<file path="src/rtl/accum_pkg.sv">
// Shared encodings for the x/y accumulator operation scheduler.
package accum_pkg;

   typedef enum logic [1:0] {
      IDLE = 2'd0,
      EXEC = 2'd1,
      WB   = 2'd2
   } state_t;

   localparam int TGT_BIT = 3;
   localparam int SUB_BIT = 2;
   localparam int VAL_MSB = 1;

   localparam logic SRC_ROT  = 1'b0;
   localparam logic SRC_STEP = 1'b1;

endpackage

</file>
<file path="src/rtl/sat_addsub4.sv">
// 4-bit add/subtract that clamps to 15 on overflow and to 0 on borrow.
module sat_addsub4 (
   input  logic [3:0] a,
   input  logic [3:0] v,
   input  logic       sub,
   output logic [3:0] r
);

   // Bit 4 of the 5-bit result flags carry (add) or borrow (subtract).
   function automatic logic [3:0] sat4(input logic [4:0] s, input logic is_sub);
      if (s[4]) return is_sub ? 4'd0 : 4'd15;
      return s[3:0];
   endfunction

   logic [4:0] sum;

   always_comb begin
      if (sub) sum = {1'b0, a} - {1'b0, v};
      else     sum = {1'b0, a} + {1'b0, v};
      r = sat4(sum, sub);
   end

endmodule

</file>
<file path="src/rtl/accum_op_scheduler.sv">
// Shares one saturating add/sub unit between the rotary event and the auto-step
// timer, each buffered in a one-deep pending slot with round-robin arbitration.
module accum_op_scheduler
   import accum_pkg::*;
#(
   parameter int STEP_DIV = 50_000_000
) (
   input  logic       clk,
   input  logic       rst_n,
   input  logic       rot_event,
   input  logic [3:0] cmd0,
   input  logic       step_en,
   input  logic [3:0] cmd1,
   input  logic       clr_drop,
   output logic [3:0] x,
   output logic [3:0] y,
   output logic       busy,
   output logic       done,
   output logic       last_src,
   output logic [1:0] drop
);

   localparam int CNT_W = $clog2(STEP_DIV);
   localparam logic [CNT_W-1:0] CNT_MAX = CNT_W'(STEP_DIV - 1);

   state_t          state, state_nxt;
   logic            rot_q;
   logic [CNT_W-1:0] cnt;
   logic            tick;
   logic [1:0]      req, pend, clr, drop_ev;
   logic [1:0][3:0] cmd_in, pcmd;
   logic            gnt_vld, gnt_src;
   logic [3:0]      gcmd;
   logic            op_tgt, op_sub;
   logic [3:0]      op_a, op_v, res_q, sat_r;

   assign tick   = step_en && (cnt == CNT_MAX);
   assign req    = {tick, rot_event & ~rot_q};
   assign cmd_in = {cmd1, cmd0};
   assign busy   = (state != IDLE);

   // Round-robin: on a tie the source that did not win last time goes next.
   always_comb begin
      gnt_vld = 1'b0;
      gnt_src = SRC_ROT;
      if (state == IDLE) begin
         if (pend[0] && pend[1]) begin
            gnt_vld = 1'b1;
            gnt_src = ~last_src;
         end else if (pend[0]) begin
            gnt_vld = 1'b1;
            gnt_src = SRC_ROT;
         end else if (pend[1]) begin
            gnt_vld = 1'b1;
            gnt_src = SRC_STEP;
         end
      end
      gcmd    = gnt_src ? pcmd[1] : pcmd[0];
      clr     = {gnt_vld & gnt_src, gnt_vld & ~gnt_src};
      drop_ev = req & pend & ~clr;
   end

   always_comb begin
      state_nxt = state;
      case (state)
         IDLE:    if (gnt_vld) state_nxt = EXEC;
         EXEC:    state_nxt = WB;
         WB:      state_nxt = IDLE;
         default: state_nxt = IDLE;
      endcase
   end

   always_ff @(posedge clk) begin
      if (!rst_n) begin
         state    <= IDLE;
         rot_q    <= 1'b0;
         cnt      <= '0;
         pend     <= 2'b00;
         drop     <= 2'b00;
         last_src <= SRC_STEP;
         done     <= 1'b0;
         x        <= 4'd0;
         y        <= 4'd0;
      end else begin
         state <= state_nxt;
         rot_q <= rot_event;
         if (!step_en || cnt == CNT_MAX) cnt <= '0;
         else                            cnt <= cnt + 1'b1;
         for (int i = 0; i < 2; i++) begin
            if (req[i] && !drop_ev[i]) pend[i] <= 1'b1;
            else if (clr[i])           pend[i] <= 1'b0;
         end
         drop <= (drop & ~{2{clr_drop}}) | drop_ev;
         if (gnt_vld) last_src <= gnt_src;
         done <= (state == WB);
         if (state == WB) begin
            if (op_tgt) y <= res_q;
            else        x <= res_q;
         end
      end
   end

   // Datapath registers carry no reset; control qualifies every use.
   always_ff @(posedge clk) begin
      for (int i = 0; i < 2; i++)
         if (req[i] && !drop_ev[i]) pcmd[i] <= cmd_in[i];
      if (gnt_vld) begin
         op_tgt <= gcmd[TGT_BIT];
         op_sub <= gcmd[SUB_BIT];
         op_v   <= {2'b00, gcmd[VAL_MSB:0]};
         op_a   <= gcmd[TGT_BIT] ? y : x;
      end
      if (state == EXEC) res_q <= sat_r;
   end

   sat_addsub4 u_alu (
      .a   (op_a),
      .v   (op_v),
      .sub (op_sub),
      .r   (sat_r)
   );

endmodule

</file>
<file path="config.mk">
export PLATFORM = sky130hd
export DESIGN_NAME = accum_op_scheduler
export DESIGN_NICKNAME = d
export VERILOG_FILES = /design/src/rtl/accum_pkg.sv /design/src/rtl/sat_addsub4.sv /design/src/rtl/accum_op_scheduler.sv
export SDC_FILE = /design/constraint.sdc
export NUM_CORES = 1
export LEC_CHECK = 0
export CORE_UTILIZATION = 53
export CTS_CLUSTER_SIZE = 12
export DETAILED_ROUTE_END_ITERATION = 10
export PLACE_DENSITY = 0.87
export SLEW_MARGIN = 20
export SYNTH_ARGS = -nofsm -noshare
export SYNTH_HDL_FRONTEND = slang
export SYNTH_SLANG_ARGS = --single-unit
</file>
<file path="constraint.sdc">
create_clock -name clk -period 2.7 [get_ports clk]
set_input_delay 0.675 -clock clk [delete_from_list [all_inputs] [get_ports clk]]
set_output_delay 0.675 -clock clk [all_outputs]
set_load 0.05 [all_outputs]
</file>
==> results by stage <==
Clock network:
- In this run the clock root is driven by a clkbuf_8.
- The tree built by TritonCTS fans out to 63 sinks.
- After clock tree synthesis, the setup repair step added 0 buffers.
- For this design, the CTS-stage hold fixing added 0 buffers.
- The number of cells upsized or downsized after cts is 0.
- The maximum buffer depth of the clock tree is 2.
- TritonCTS built the clock tree.
- After clock tree synthesis, the clock-pin slew on the worst setup and hold paths is 70 ps.
- The H-tree depth reported by CTS is 3.
- The number of clock buffers inserted by TritonCTS is 9.
- The clock reaches the later pin of the worst-skew pair after between 300 and 400 ps.

STA:
- The smallest setup slack after layout is a little over 200 ps.
- The smallest clock period supported by the final layout is computed as 2490 ps.
- Derived from the worst setup path, the maximum achievable clock frequency is ~400 MHz.
- Clock skew on the completed layout was measured at 4.31 ps.
- At the pin with the least slew margin, the transition time is 715 ps.
- The number of hold violations in the final report is 0.
- Summed over all failing endpoints, the final setup total negative slack is 0 ps.
- The number of setup violations in the final report is 0.
- The portion of the clock cycle consumed by the worst path in the final layout is 0.924.
- Setup repair after global routing left no endpoint under its margin.
- The number of max-slew violations in the final report is 0.
- Headroom to the max-slew limit came out at 0.522.

Cells and area:
- Leaving out fill and tap cells, the most frequent cells in the layout are 43 x dfxtp_1, 30 x nor2_1, 25 x clkdlybuf4s50_1.
- The repair_antennas step left the layout with diodes totalling 0.
- The core occupancy in the finished layout is 0.670.
- The finished cells cover 3250 um^2.
- The share of layout cells above drive strength 1 is 0.111.
- From synthesis to final layout, the design area changed by 17.9%.
- Leaving out fill and tap cells, the most frequent cell in the layout is dfxtp_1.
- The net count of the finished layout is 303.
- The count of filler cells inserted in the layout is 361.

Yosys:
- Of the total synthesized cell area, the portion taken by full adders, half adders and majority gates is 0.0345.
- After synthesis the netlist holds a flip-flop and latch count of 63.
- The combinational family with the most area after synthesis is simple AND/OR/NAND/NOR gates.
- The xor and xnor fraction of the mapped netlist area is 0.0794.
- The compound-gate portion of the synthesized area was 0.0377.
- The number of synthesized flops with an enable pin is 20.
- Dividing the synthesized area by the synthesized cell count gives 11.0 um^2.
- Synthesis handed over a netlist of 251 instances.
- The share of the Yosys chip area taken by registers is 0.530.
- The mux contribution to synthesized area is 0.0799.
- Synthesis produced a netlist with a net count of 271.
- The summed instance area of the synthesized netlist is 2760 um^2.
- The simple-gate share of the synthesized area is 0.213.
- For this run, the number of Yosys warnings is 0.
- The most used flip-flop cell after synthesis is dfxtp_1.
- The count of cell types in the netlist is 44.
- Of all flip-flops after synthesis, the portion carrying an async set or reset was 0.

Floorplan:
- The die is around 74 um wide.
- The initial core utilization is 0.569.
- The vertical extent of the die is 74.1 um.
- In this run the count of I/O pins placed on the die edge is 26.
- The die covers about 5500 um^2.
- The area of the core is 4850 um^2.
- The number of rows in the core area is 25.

Setup path:
- The critical path contains buffers and inverters numbering 2 combined.
- The largest stage delay on the critical path is 440 ps.
- The critical path is of the register to register type.
- Along the worst path, the maximum fanout reaches 4.
- The slowest cell on the critical path is fa_1.
- The worst setup path is captured at a register.
- The kind of cell with the highest combined delay along the critical path is adder cells.
- The type of element launching the critical path is a register.
- STA puts the critical path data required time at 2770 ps.
- STA puts the critical path data arrival time at around 2600 ps.
- Walking the worst path, the cells encountered are inv_1, ha_1, mux2_2, fa_1, inv_1, a21o_1, a21oi_1, xor2_1, mux2i_1.
- By instance count, the cell type seen most on the critical path is inv_1.

Pwr:
- Of the total power, registers draw 0.533.
- In this run the power density over the cells is 582 nW/um^2.
- The relative contribution of the clock network to total power is 0.401.
- Cell internal power was estimated by the tool at 1470 uW.
- Across the VDD grid, the largest voltage drop is between 0.3 and 0.4 mV.
- The net switching power is 419 uW.
- Of the total power, combinational logic draws 0.065.
- The net switching share of the total power is 0.221.
- In this run the static leakage power is 0.00118 uW.

Place:
- Timing analysis after detailed placement gives a worst setup slack of around 230 ps.
- Input and output buffers added on the ports amount to 25.
- The cell area after placement is roughly 3100 um^2.
- The global placer's final weighted congestion is 0.814.
- The HPWL after detailed placement is 3470 um.

Route:
- The first TritonRoute pass finished after 6 iterations.
- Summed over all layers, the routed wires come to 4850 um.
- After the first detailed-routing iteration, the DRC count stood at 98.
- In the final routed layout, each cell accounts on average for 13.7 um.
- Dividing the detail-routed via count by the number of cells gives 5.21.
- After detailed routing, the number of remaining DRC violations is 0.
- The remaining number of nets flagged by the antenna check after routing is 0.
- The final route contains between 1500 and 2000 vias.

GRT:
- Global routing finished with a remaining overflow of 0.
- In the global route stage, overall resource usage came out at 0.194.
- The first-pass GRT wire length is around 7700 um.
- The largest net degree at the start of global routing is 25.
- The initial antenna violation count is 0.
- The via count of the first global-routing pass is 1721.

Outcome:
- The run finished with clean final reports.

Hold path:
- The worst hold path belongs to the class register to register.

Job:
- Max-cap violations in this run came to 0.
==> power by group through the flow <==
stage | clock (uW) | sequential, uW | combinational, uW
after global placement | 0 | 1030 | 119
after floorplan | 0 | 1040 | 72.8
after detailed placement | 0 | 1030 | 124
after global routing | 809 | 1010 | 136
final | 760 | 1010 | 124
after CTS | 770 | 1010 | 125
==> layer usage <==
layer	vias up	GRT usage	share of wire
met3	7	0.0488	0.028
met2	28	0.289	0.45
met5	-	0	0
li1	934	-	-
met1	882	0.253	0.50
met4	0	0.122	0.016
==> flip-flops by register name, summed over array words and instances (netlist names), 4 cells and up <==
| name | cells |
|---|---|
| x | 4 |
| op_a | 4 |
| pcmd | 8 |
| cnt | 26 |
| res_q | 4 |
| y | 4 |
==> worst paths after layout <==
check	startpoint	end	slack, ps	cells after the start
worst max-delay path	op_v[0]	res_q[3]	210	9
worst min-delay path	cnt[0]	cnt[0]	450	1
worst max register to register	op_v[0]	res_q[3]	210	9
worst min register to register	cnt[0]	cnt[0]	450	1
==> cell usage after synthesis (2+ instances only) <==
cell	number	area, um^2
nor2_1	30	113
clkbuf_1	2	7.51
nand3_1	7	35.0
and2_1	3	18.8
nor2_4	2	22.5
nor2b_1	13	81.3
ha_1	6	75.1
nand3b_1	3	22.5
nor4_1	2	12.5
nor3_1	2	10.0
or3_1	2	12.5
nand2_1	14	52.6
a21o_1	2	15.0
mux2_2	8	90.1
xnor2_1	8	70.1
and3_1	3	18.8
a21oi_1	7	35.0
xor2_1	17	149
a21boi_0	2	15.0
mux2i_1	13	130
o21ai_0	3	15.0
buf_2	2	10.0
nand4_1	7	43.8
inv_1	11	41.3
dfxtp_1	43	861
edfxtp_1	20	601
nor4_2	2	25.0
==> cells by family after synthesis <==
kind of cell / Yosys count
and+or+nand+nor: 102
xor gates and xnor gates: 25
buffers and inverters: 16
muxes: 21
DFF: 63
adders and majority gates: 7
AOI/OAI and AO/OA: 17
==> metrics by stage <==
stage	cells	hold WS [ps]	total power, uW
detailed placement	339	441	1150
global placement	339	431	1150
finish	355	448	1890
CTS	355	449	1900
global route	355	464	1960
floorplan	251	418	1110
==> final cells by class <==
| cell class | count | area [um^2] | area share |
|---|---|---|---|
| sequential | 63 | 1460 | 0.450 |
| multi-input combinational | 172 | 1230 | 0.377 |
| timing repair buffer | 26 | 258 | 0.0793 |
| clock buffer | 11 | 131 | 0.0404 |
| tap | 67 | 83.8 | 0.0258 |
| clock inverter | 5 | 48.8 | 0.0150 |
| inverter | 11 | 41.3 | 0.0127 |
(Power assumes the default switching activity.)
==> patch (same flow settings) <==
Remove the register `done`: a continuous assignment takes its place, so the output `done` follows one clock earlier.
--- a/src/rtl/accum_op_scheduler.sv
+++ b/src/rtl/accum_op_scheduler.sv
@@ -79,5 +79,4 @@
          drop     <= 2'b00;
          last_src <= SRC_STEP;
-         done     <= 1'b0;
          x        <= 4'd0;
          y        <= 4'd0;
@@ -93,5 +92,4 @@
          drop <= (drop & ~{2{clr_drop}}) | drop_ev;
          if (gnt_vld) last_src <= gnt_src;
-         done <= (state == WB);
          if (state == WB) begin
             if (op_tgt) y <= res_q;
@@ -100,4 +98,6 @@
       end
    end
+
+   assign done = (state == WB);
 
    // Datapath registers carry no reset; control qualifies every use.
Behaviour: not the same (Yosys sat finds a counterexample within 4 cycles, from zero or initial values and one cycle with rst_n low).
==> patch against the unedited design <==
  * Power rose by 1.7%
  * Largest cell class unchanged
  * Synthesized area fell by 1.2%
  * First-iteration DRC count did not move
  * Routed wire length rose by 4.7%
  * Final area fell by 0.38%
  * Count of clock-buffer cells in the layout fell by 2
  * Worst setup slack got worse by 0.093 ns
  * Sequential cell count fell by 1
==> patch: results (changes against the unedited design) <==
Synthesis
  • Seq/Total Area, Yosys: 52.9% (-0.078 points)
  • Post-synthesis average cell area: 10.7 sq um (-2.8%)
  • Ys Warns: 0 (unchanged)
  • Post-synth top cells: dfxtp_1 (42), nor2_1 (30), edfxtp_1 (20), nand2_1 (19), xor2_1 (17)
  • Post-synth ARST share: 0% (unchanged)
  • Synth area leaders: dfxtp_1 (31%), edfxtp_1 (22%), xor2_1 (5.5%)
  • Post-synth EDFFs: 20 (unchanged)
  • Post-synthesis net count: 275 (+1.5%)
  • Netlist cell types: 41 (-6.8%)

Clock tree
  • CTS clk-pin slew, worst paths: 0.07 ns (about the same)
  • H-tree depth: 3 (unchanged)
  • CTS Buf Count: 9 (unchanged)
  • Clk Latency, worst-skew pair: roughly 0.34 ns
  • Post-CTS sizing: 0 (unchanged)
  • Worst-case clock buffer depth: 2 (unchanged)
  • Post CTS Setup Buffer Count: 0 (unchanged)
  • Clock Tree Root: clkbuf_8

Setup path
  • Critical Path Sink: res_q[2]
  • Critical-path top delay cell: fa_1
  • CP delay by family, top: adder cells
  • Setup slack, reg-to-reg: 0.11 ns (-0.09 ns)
  • Worst Path Max Fanout: 4 (unchanged)
  • Depth of the worst register-to-register path: 9 (unchanged)
  • Max incr delay on CP: 0.44 ns (about the same)
  • Crit path from: op_v[0]

STA
  • Period minus WS final: 2.59 ns (+0.0933 ns)
  • Setup Skew: 0.00775 ns (+0.00345 ns)
  • Slew Limit Headroom: 51.4% (-0.76 points)

Finish
  • Regs by FF count: cnt x26, pcmd x8
  • Layout net count: 307 (+1.3%)
  • Layout Cells excl Fill: 359 (+1.1%)
  • Share of post-route cells with drive strength above 1: 12.3% (+1.2 points)
  • Ant. Diodes: 0 (unchanged)

GRT
  • GRT Overall Usage: 21.8% (+2.4 points)
  • First-pass GRT wire length: 8640 um (+12%)
  • Largest net degree at the start of global routing: 25 (unchanged)
  • Antenna violations before repair: 0 (unchanged)

Power and ir drop
  • Sw power: 0.456 mW (+8.8%)
  • Leakage: 1.15 nW (-2.3%)
  • Maximum VDD drop: 0.578 mV (+51%)

Route
  • Final wirelength: 5080 um (+4.7%)
  • DRT Pass-1 Iters: 5 (-1)
  • Via count: 1907 (+3.0%)
  • 1st-iter DRT viols: 98 (unchanged)

Hold path
  • Hold Path Class: register to register

Placement
  • Detailed Place HPWL: 3670 um (+5.8%)
  • I/O Buffers: 25 (unchanged)
  • Dpl ws: 0.139 ns (-0.0879 ns)
  • Post-Place Cells: 343 (+1.2%)
  • Routability-driven placement congestion ratio: 0.834 (+2.5%)

Status
  • Status: finished, final reports clean
==> patch: how the worst min path moves through the flow <==
stage | slack (ns) | cells past startpoint | endpoint | start
finish | 0.45 | 1 | cnt[0] | cnt[0]
global route | 0.48 | 1 | cnt[0] | cnt[0]
CTS | 0.45 | 1 | cnt[0] | cnt[0]
detailed placement | 0.44 | 1 | cnt[0] | cnt[0]
global placement | 0.43 | 1 | cnt[0] | cnt[0]
floorplan | 0.42 | 1 | cnt[0] | cnt[0]
==> patch: power by group through the flow <==
stage	Combinational, mW	Clock, mW	Sequential (mW)
floorplan	0.0723	0	1.02
global placement	0.119	0	1.01
CTS	0.126	0.818	0.994
detailed placement	0.126	0	1.02
finish	0.127	0.805	0.994
global route	0.137	0.861	0.996
==> patch: cells by family after synthesis <==
group / synth area share (%)
XOR/XNOR: 8.04
AO/OA/AOI/OAI: 4.91
AND/OR/NAND/NOR: 21.3
multiplexers: 6.61
adder cells (fa/ha/maj): 3.49
buffers and inverters: 2.71
flip-flops: 52.9
==> patch: layer usage <==
| metal | vias up | track usage [%] | wire length (um) |
|---|---|---|---|
| li1 | 948 | - | - |
| met1 | 908 | 25.8 | 2220 |
| met2 | 45 | 36.4 | 2570 |
| met4 | 0 | 8.97 | 74 |
| met5 | - | 0 | 0 |
| met3 | 6 | 7.00 | 208 |
==> patch: stage by stage <==
step | hold WS [ns] | area, sq um
after floorplan | 0.418 | 2720
after detailed placement | 0.439 | 3040
after global routing | 0.482 | 3240
after global placement | 0.430 | 3040
final | 0.451 | 3240
after CTS | 0.450 | 3240
==> patch: final cells by class <==
type	instances	area, sq um
fill	356	1610
sequential	62	1440
multi-input combinational	176	1210
timing repair buffer	27	265
clock buffer	9	124
tap	67	83.8
clock inverter	7	73.8
inverter	11	41.3
